**src/rtl/fxp_mul_arbiter.sv**
```systemverilog
// Round-robin arbiter sharing one pipelined signed fixed-point multiplier
// between NREQ requesters; saturated results return tagged with requester id.
module fxp_mul_arbiter #(
  parameter int unsigned NREQ  = 4,
  parameter int unsigned WIDTH = 32,
  parameter int unsigned QBITS = 16,
  parameter int unsigned LAT   = 3
) (
  input  logic                    clk,
  input  logic                    rst_n,
  input  logic [NREQ-1:0]         req_valid,
  output logic [NREQ-1:0]         req_ready,
  input  logic [NREQ*WIDTH-1:0]   req_a,
  input  logic [NREQ*WIDTH-1:0]   req_b,
  input  logic [NREQ-1:0]         req_mask,
  output logic                    rsp_valid,
  output logic [$clog2(NREQ)-1:0] rsp_id,
  output logic [WIDTH-1:0]        rsp_data,
  output logic                    rsp_ovf,
  output logic                    busy
);

  localparam int unsigned IDW = $clog2(NREQ);
  localparam int unsigned PW  = 2 * WIDTH;

  logic [IDW-1:0]   ptr_q, ptr_d;
  logic [NREQ-1:0]  elig_c;
  logic [NREQ-1:0]  gnt_c;
  logic [IDW-1:0]   gnt_idx_c;
  logic             found_c;
  logic             acc_c;
  logic [WIDTH-1:0] a_sel_c, b_sel_c;
  logic [PW-1:0]    p_in_c;

  logic [LAT-1:0]   vld_q, vld_d;
  logic             busy_q, busy_d;
  logic [IDW-1:0]   rsp_id_q, rsp_id_d;
  logic [WIDTH-1:0] rsp_data_q, rsp_data_d;
  logic             rsp_ovf_q, rsp_ovf_d;

  logic             fin_vld_c;
  logic [IDW-1:0]   fin_id_c;
  logic [PW-1:0]    fin_p_c;
  logic signed [PW-1:0] r_c;
  logic [PW-WIDTH:0]    r_hi_c;

  assign elig_c = req_valid & req_mask;

  // First eligible index scanning from ptr upward, wrapping modulo NREQ.
  always_comb begin
    int unsigned idx;
    gnt_c     = '0;
    gnt_idx_c = '0;
    found_c   = 1'b0;
    idx       = 0;
    for (int unsigned k = 0; k < NREQ; k++) begin
      idx = 32'(ptr_q) + k;
      if (idx >= NREQ) idx = idx - NREQ;
      if (!found_c && elig_c[idx]) begin
        found_c   = 1'b1;
        gnt_idx_c = IDW'(idx);
      end
    end
    if (found_c) gnt_c[gnt_idx_c] = 1'b1;
  end

  assign req_ready = gnt_c & {NREQ{rst_n}};
  assign acc_c     = found_c & rst_n;

  always_comb begin
    ptr_d = ptr_q;
    if (acc_c) begin
      if (32'(gnt_idx_c) == NREQ - 1) ptr_d = '0;
      else                            ptr_d = gnt_idx_c + IDW'(1);
    end
  end

  // Full-width signed product of the granted operands.
  assign a_sel_c = req_a[32'(gnt_idx_c) * WIDTH +: WIDTH];
  assign b_sel_c = req_b[32'(gnt_idx_c) * WIDTH +: WIDTH];
  assign p_in_c  = $signed({{WIDTH{a_sel_c[WIDTH-1]}}, a_sel_c})
                 * $signed({{WIDTH{b_sel_c[WIDTH-1]}}, b_sel_c});

  always_comb begin
    vld_d[0] = acc_c;
    for (int unsigned j = 1; j < LAT; j++) vld_d[j] = vld_q[j-1];
    busy_d = |vld_d;
  end

  // Intermediate stages hold the raw product; the output stage saturates.
  generate
    if (LAT > 1) begin : g_pipe
      logic [IDW-1:0] id_q [LAT-1];
      logic [IDW-1:0] id_d [LAT-1];
      logic [PW-1:0]  p_q  [LAT-1];
      logic [PW-1:0]  p_d  [LAT-1];

      always_comb begin
        id_d[0] = gnt_idx_c;
        p_d[0]  = p_in_c;
        for (int unsigned j = 1; j < LAT - 1; j++) begin
          id_d[j] = id_q[j-1];
          p_d[j]  = p_q[j-1];
        end
      end

      always_ff @(posedge clk or negedge rst_n) begin
        if (!rst_n) begin
          for (int unsigned j = 0; j < LAT - 1; j++) begin
            id_q[j] <= '0;
            p_q[j]  <= '0;
          end
        end else begin
          id_q <= id_d;
          p_q  <= p_d;
        end
      end

      assign fin_vld_c = vld_q[LAT-2];
      assign fin_id_c  = id_q[LAT-2];
      assign fin_p_c   = p_q[LAT-2];
    end else begin : g_comb
      assign fin_vld_c = acc_c;
      assign fin_id_c  = gnt_idx_c;
      assign fin_p_c   = p_in_c;
    end
  endgenerate

  // Truncating rescale and saturation; outputs hold when no result lands.
  always_comb begin
    rsp_id_d   = rsp_id_q;
    rsp_data_d = rsp_data_q;
    rsp_ovf_d  = rsp_ovf_q;
    r_c        = $signed(fin_p_c) >>> QBITS;
    r_hi_c     = r_c[PW-1:WIDTH-1];
    if (fin_vld_c) begin
      rsp_id_d = fin_id_c;
      if (&r_hi_c || ~|r_hi_c) begin
        rsp_data_d = r_c[WIDTH-1:0];
        rsp_ovf_d  = 1'b0;
      end else begin
        rsp_data_d = r_c[PW-1] ? {1'b1, {(WIDTH-1){1'b0}}} : {1'b0, {(WIDTH-1){1'b1}}};
        rsp_ovf_d  = 1'b1;
      end
    end
  end

  always_ff @(posedge clk or negedge rst_n) begin
    if (!rst_n) begin
      ptr_q      <= '0;
      vld_q      <= '0;
      busy_q     <= 1'b0;
      rsp_id_q   <= '0;
      rsp_data_q <= '0;
      rsp_ovf_q  <= 1'b0;
    end else begin
      ptr_q      <= ptr_d;
      vld_q      <= vld_d;
      busy_q     <= busy_d;
      rsp_id_q   <= rsp_id_d;
      rsp_data_q <= rsp_data_d;
      rsp_ovf_q  <= rsp_ovf_d;
    end
  end

  assign rsp_valid = vld_q[LAT-1];
  assign rsp_id    = rsp_id_q;
  assign rsp_data  = rsp_data_q;
  assign rsp_ovf   = rsp_ovf_q;
  assign busy      = busy_q;

endmodule

```
**config.mk**
```make
export PLATFORM = sky130hd
export DESIGN_NAME = fxp_mul_arbiter
export DESIGN_NICKNAME = d
export VERILOG_FILES = /design/src/rtl/fxp_mul_arbiter.sv
export SDC_FILE = /design/constraint.sdc
export NUM_CORES = 2
export LEC_CHECK = 0
export CORE_MARGIN = 3
export CORE_UTILIZATION = 65
export DETAILED_ROUTE_END_ITERATION = 6
export GPL_TIMING_DRIVEN = 1
export PLACE_DENSITY = 0.95
export SYNTH_ARGS = -nofsm -noshare
export SYNTH_HDL_FRONTEND = slang
export SYNTH_SLANG_ARGS = --single-unit
export TNS_END_PERCENT = 1
```
**constraint.sdc**
```tcl
create_clock -name clk -period 25.1 [get_ports clk]
set_input_delay 5.02 -clock clk [delete_from_list [all_inputs] [get_ports clk]]
set_output_delay 5.02 -clock clk [all_outputs]
set_load 0.01 [all_outputs]
```
==> results.toml <==
[run_status]
outcome = "finished, violations left"
violations = "design-rule violations"

[setup_path]
worstRegToRegCells = 34
cpMostUsedCell = "fa_1"
cp.required_ps = 25410
cp-start-kind = "primary input"
critPathSlowestCell = "fa_1"
path_class = "primary input to flip-flop"
critPathCaptureType = "flip-flop"
r2r_end = "g_pipe.p_d[58]"
crit_fanout = 30
r2r_start = "ptr_q[0]"
cp.arrival_ps = 16270
cp_slowest_stage_delay_ps = 970
rrSetupSlack_ps = 13870

[yosys]
ys_types = 74
synth.area.top_cells = "fa_1 52%, inv_1 9.1%, dfrtp_1 8.4%"
synth_edf_count = 0
synthCells = 4476
yosys_warnings = 0
syn_area_per_cell_sq_um = 9.33
ys.flop_type = "dfrtp_1"
syn-num-nets = 6007
netlist_area_sq_um = 41800
async_flop_share = 1.00
ys_seq_area_frac = 0.0845
synth_top_area_frac = 0.518
yosysTopAreaCell = "fa_1"
ys_ff_latch = 141

[global_routing]
grt.busiest_layer = "met2"
grt_use_total = 0.438
grt_pass1_wl_mm = 218
use_met2 = 0.666
grt_antenna_before_repair = 6
grt_use_met3 = 0.184
grt_pass1_vias = 39900
grt_overflow = 0
gr-usage-met1 = 0.480
grt_max_degree = 116

[clock_network]
cts_buffers = 17
hold_buffers = 0
htree_num_levels = 4
ctsResizeCount = 0
clockBufferDepth = 2
clk_pin_slew_ps = 70
cts_tree = "yes"
postCtsSetupRepairBufs = 0
cts_sinks = 141
clockRootBuffer = "clkbuf_16"
clk_latency_ps = 420

[sta]
worst_pin_slew_ps = 1360
finalClockSkew_ps = 10.0
setup_tns_ps = 0
setup_viol = 0
period_needed_ps = 15960
slew_headroom = 0.0906
fmax_mhz = 62.7
rsz0062_at_grt = "false"
finalCritPeriodShare = 0.636
finalHoldViolCount = 0
maxSlewViolCount = 0

[layout]
fin_nets = 6179
fin_util = 0.731
syn_to_final_growth_pct = 10.8
final_cell_mix = "1,081 x fa_1, 1,008 x inv_1, 598 x nand2_1"
drive_gt1_frac = 0.0408
final_common_cell = "fa_1"
fin_area_sq_um = 46300

[floorplanning]
initial_core_util = 0.660
die_area_sq_um = 67300
die_y_microns = 259
core_sq_um = 63300
placementRows = 92
num_io_pins = 307
die_w_microns = 259

[routing]
drc = 2
drtPass1Iterations = 7
route.vias.total = 35200
antenna_left = 0
routedWlPerCell_microns = 26.0
vias_per_cell = 6.38
drt_wl_total_mm = 143
drtIter0Drc = 4426

[placement]
dpl.hpwl_mm = 108
globalplace.congestion = 1.04
dpl_cell_area_sq_um = 45700
port_buffers = 306

[flow_run]
drv_cap = 0

[hold_path]
hp-class = "flip-flop to flip-flop"
hold_end = "fin_p_c[50]"
min_path_cells = 0
hp-start = "g_pipe.p_d[50]"
[Yosys cell counts, types with 3 or more instances]
cell type  number
nand3_1        26
o21a_1          4
nor4_1          5
o21bai_1       18
clkbuf_1      189
nor2_1        546
or2_2           5
nor3_1         11
buf_1          22
and3_1          9
a211oi_2        3
inv_1        1008
mux2_2         40
fa_1         1081
and4_1          3
o21ai_0        25
a31oi_1        11
o21ai_1         5
nand2_1       598
mux2i_1       154
nor2b_1         5
a21o_1         35
and2_1         55
xor2_1         20
and2_0          6
buf_2           5
xnor2_1        43
a21oi_1       129
a211oi_1       12
nand2b_1        5
ha_1          184
a221oi_1        3
o211ai_1        3
dfrtp_1       141
o31ai_1         5
nand4_1        18
[layout make-up]
class,count,area (sq um)
tap,846,1060
clock inverter,14,133
antenna,5,12.5
clock buffer,18,439
fill,4033,17100
multi-input combinational,3105,33700
timing repair buffer,372,3570
sequential,141,3530
inverter,1011,3790
[how the worst max path moves through the flow]
stage / startpoint / to / cells after the start
6_report: req_mask[3] / g_pipe.p_d[58] / 30
5_1_grt: req_valid[3] / g_pipe.p_d[58] / 34
4_1_cts: req_valid[3] / g_pipe.p_d[58] / 34
3_5_place_dp: req_valid[1] / g_pipe.p_d[58] / 34
3_3_place_gp: req_valid[1] / g_pipe.p_d[58] / 33
2_1_floorplan: req_valid[3] / g_pipe.p_d[63] / 36
[worst max-delay path, delay by kind of cell]
kind | cells | cell delay, ps
fa+ha+maj | 9 | 5140
compound gates | 7 | 2090
buf+inv | 7 | 2020
simple gates | 6 | 1800
xor+xnor | 1 | 130
[layer usage]
| layer | vias up | share of wire |
|---|---|---|
| li1 | 13500 | - |
| met1 | 17100 | 0.29 |
| met5 | - | 0.00038 |
| met2 | 3284 | 0.44 |
| met3 | 1330 | 0.16 |
| met4 | 8 | 0.11 |
[through the flow]
step	worst slack, ps	hold WS, ps	instances
after global placement	9580	332	5475
after floorplan	11070	331	4476
after CTS	9400	345	5507
after detailed placement	9110	336	5475
after global routing	8640	346	5507
final	9140	345	5512
[logic make-up after synthesis]
kind of cell	count (synthesis)	synth area share
muxes	195	0.0480
xor gates and xnor gates	63	0.0132
DFF	141	0.0845
buffers and inverters	1230	0.111
adders and majority gates	1265	0.573
and+or+nand+nor	1302	0.126
AOI/OAI and AO/OA	280	0.0439
[flip-flops by register name (all words and copies together) (netlist names)]
name         count
busy             1
rsp_id           2
rsp_data        32
g_pipe.p_d      48
rsp_ovf          1
g_pipe.id_d      2
vld_q            3
fin_p_c         48
fin_id_c         2
ptr_q            2
Power is not shown: default switching activity piles up to over one toggle a cycle in this logic, so the estimate is an artifact.
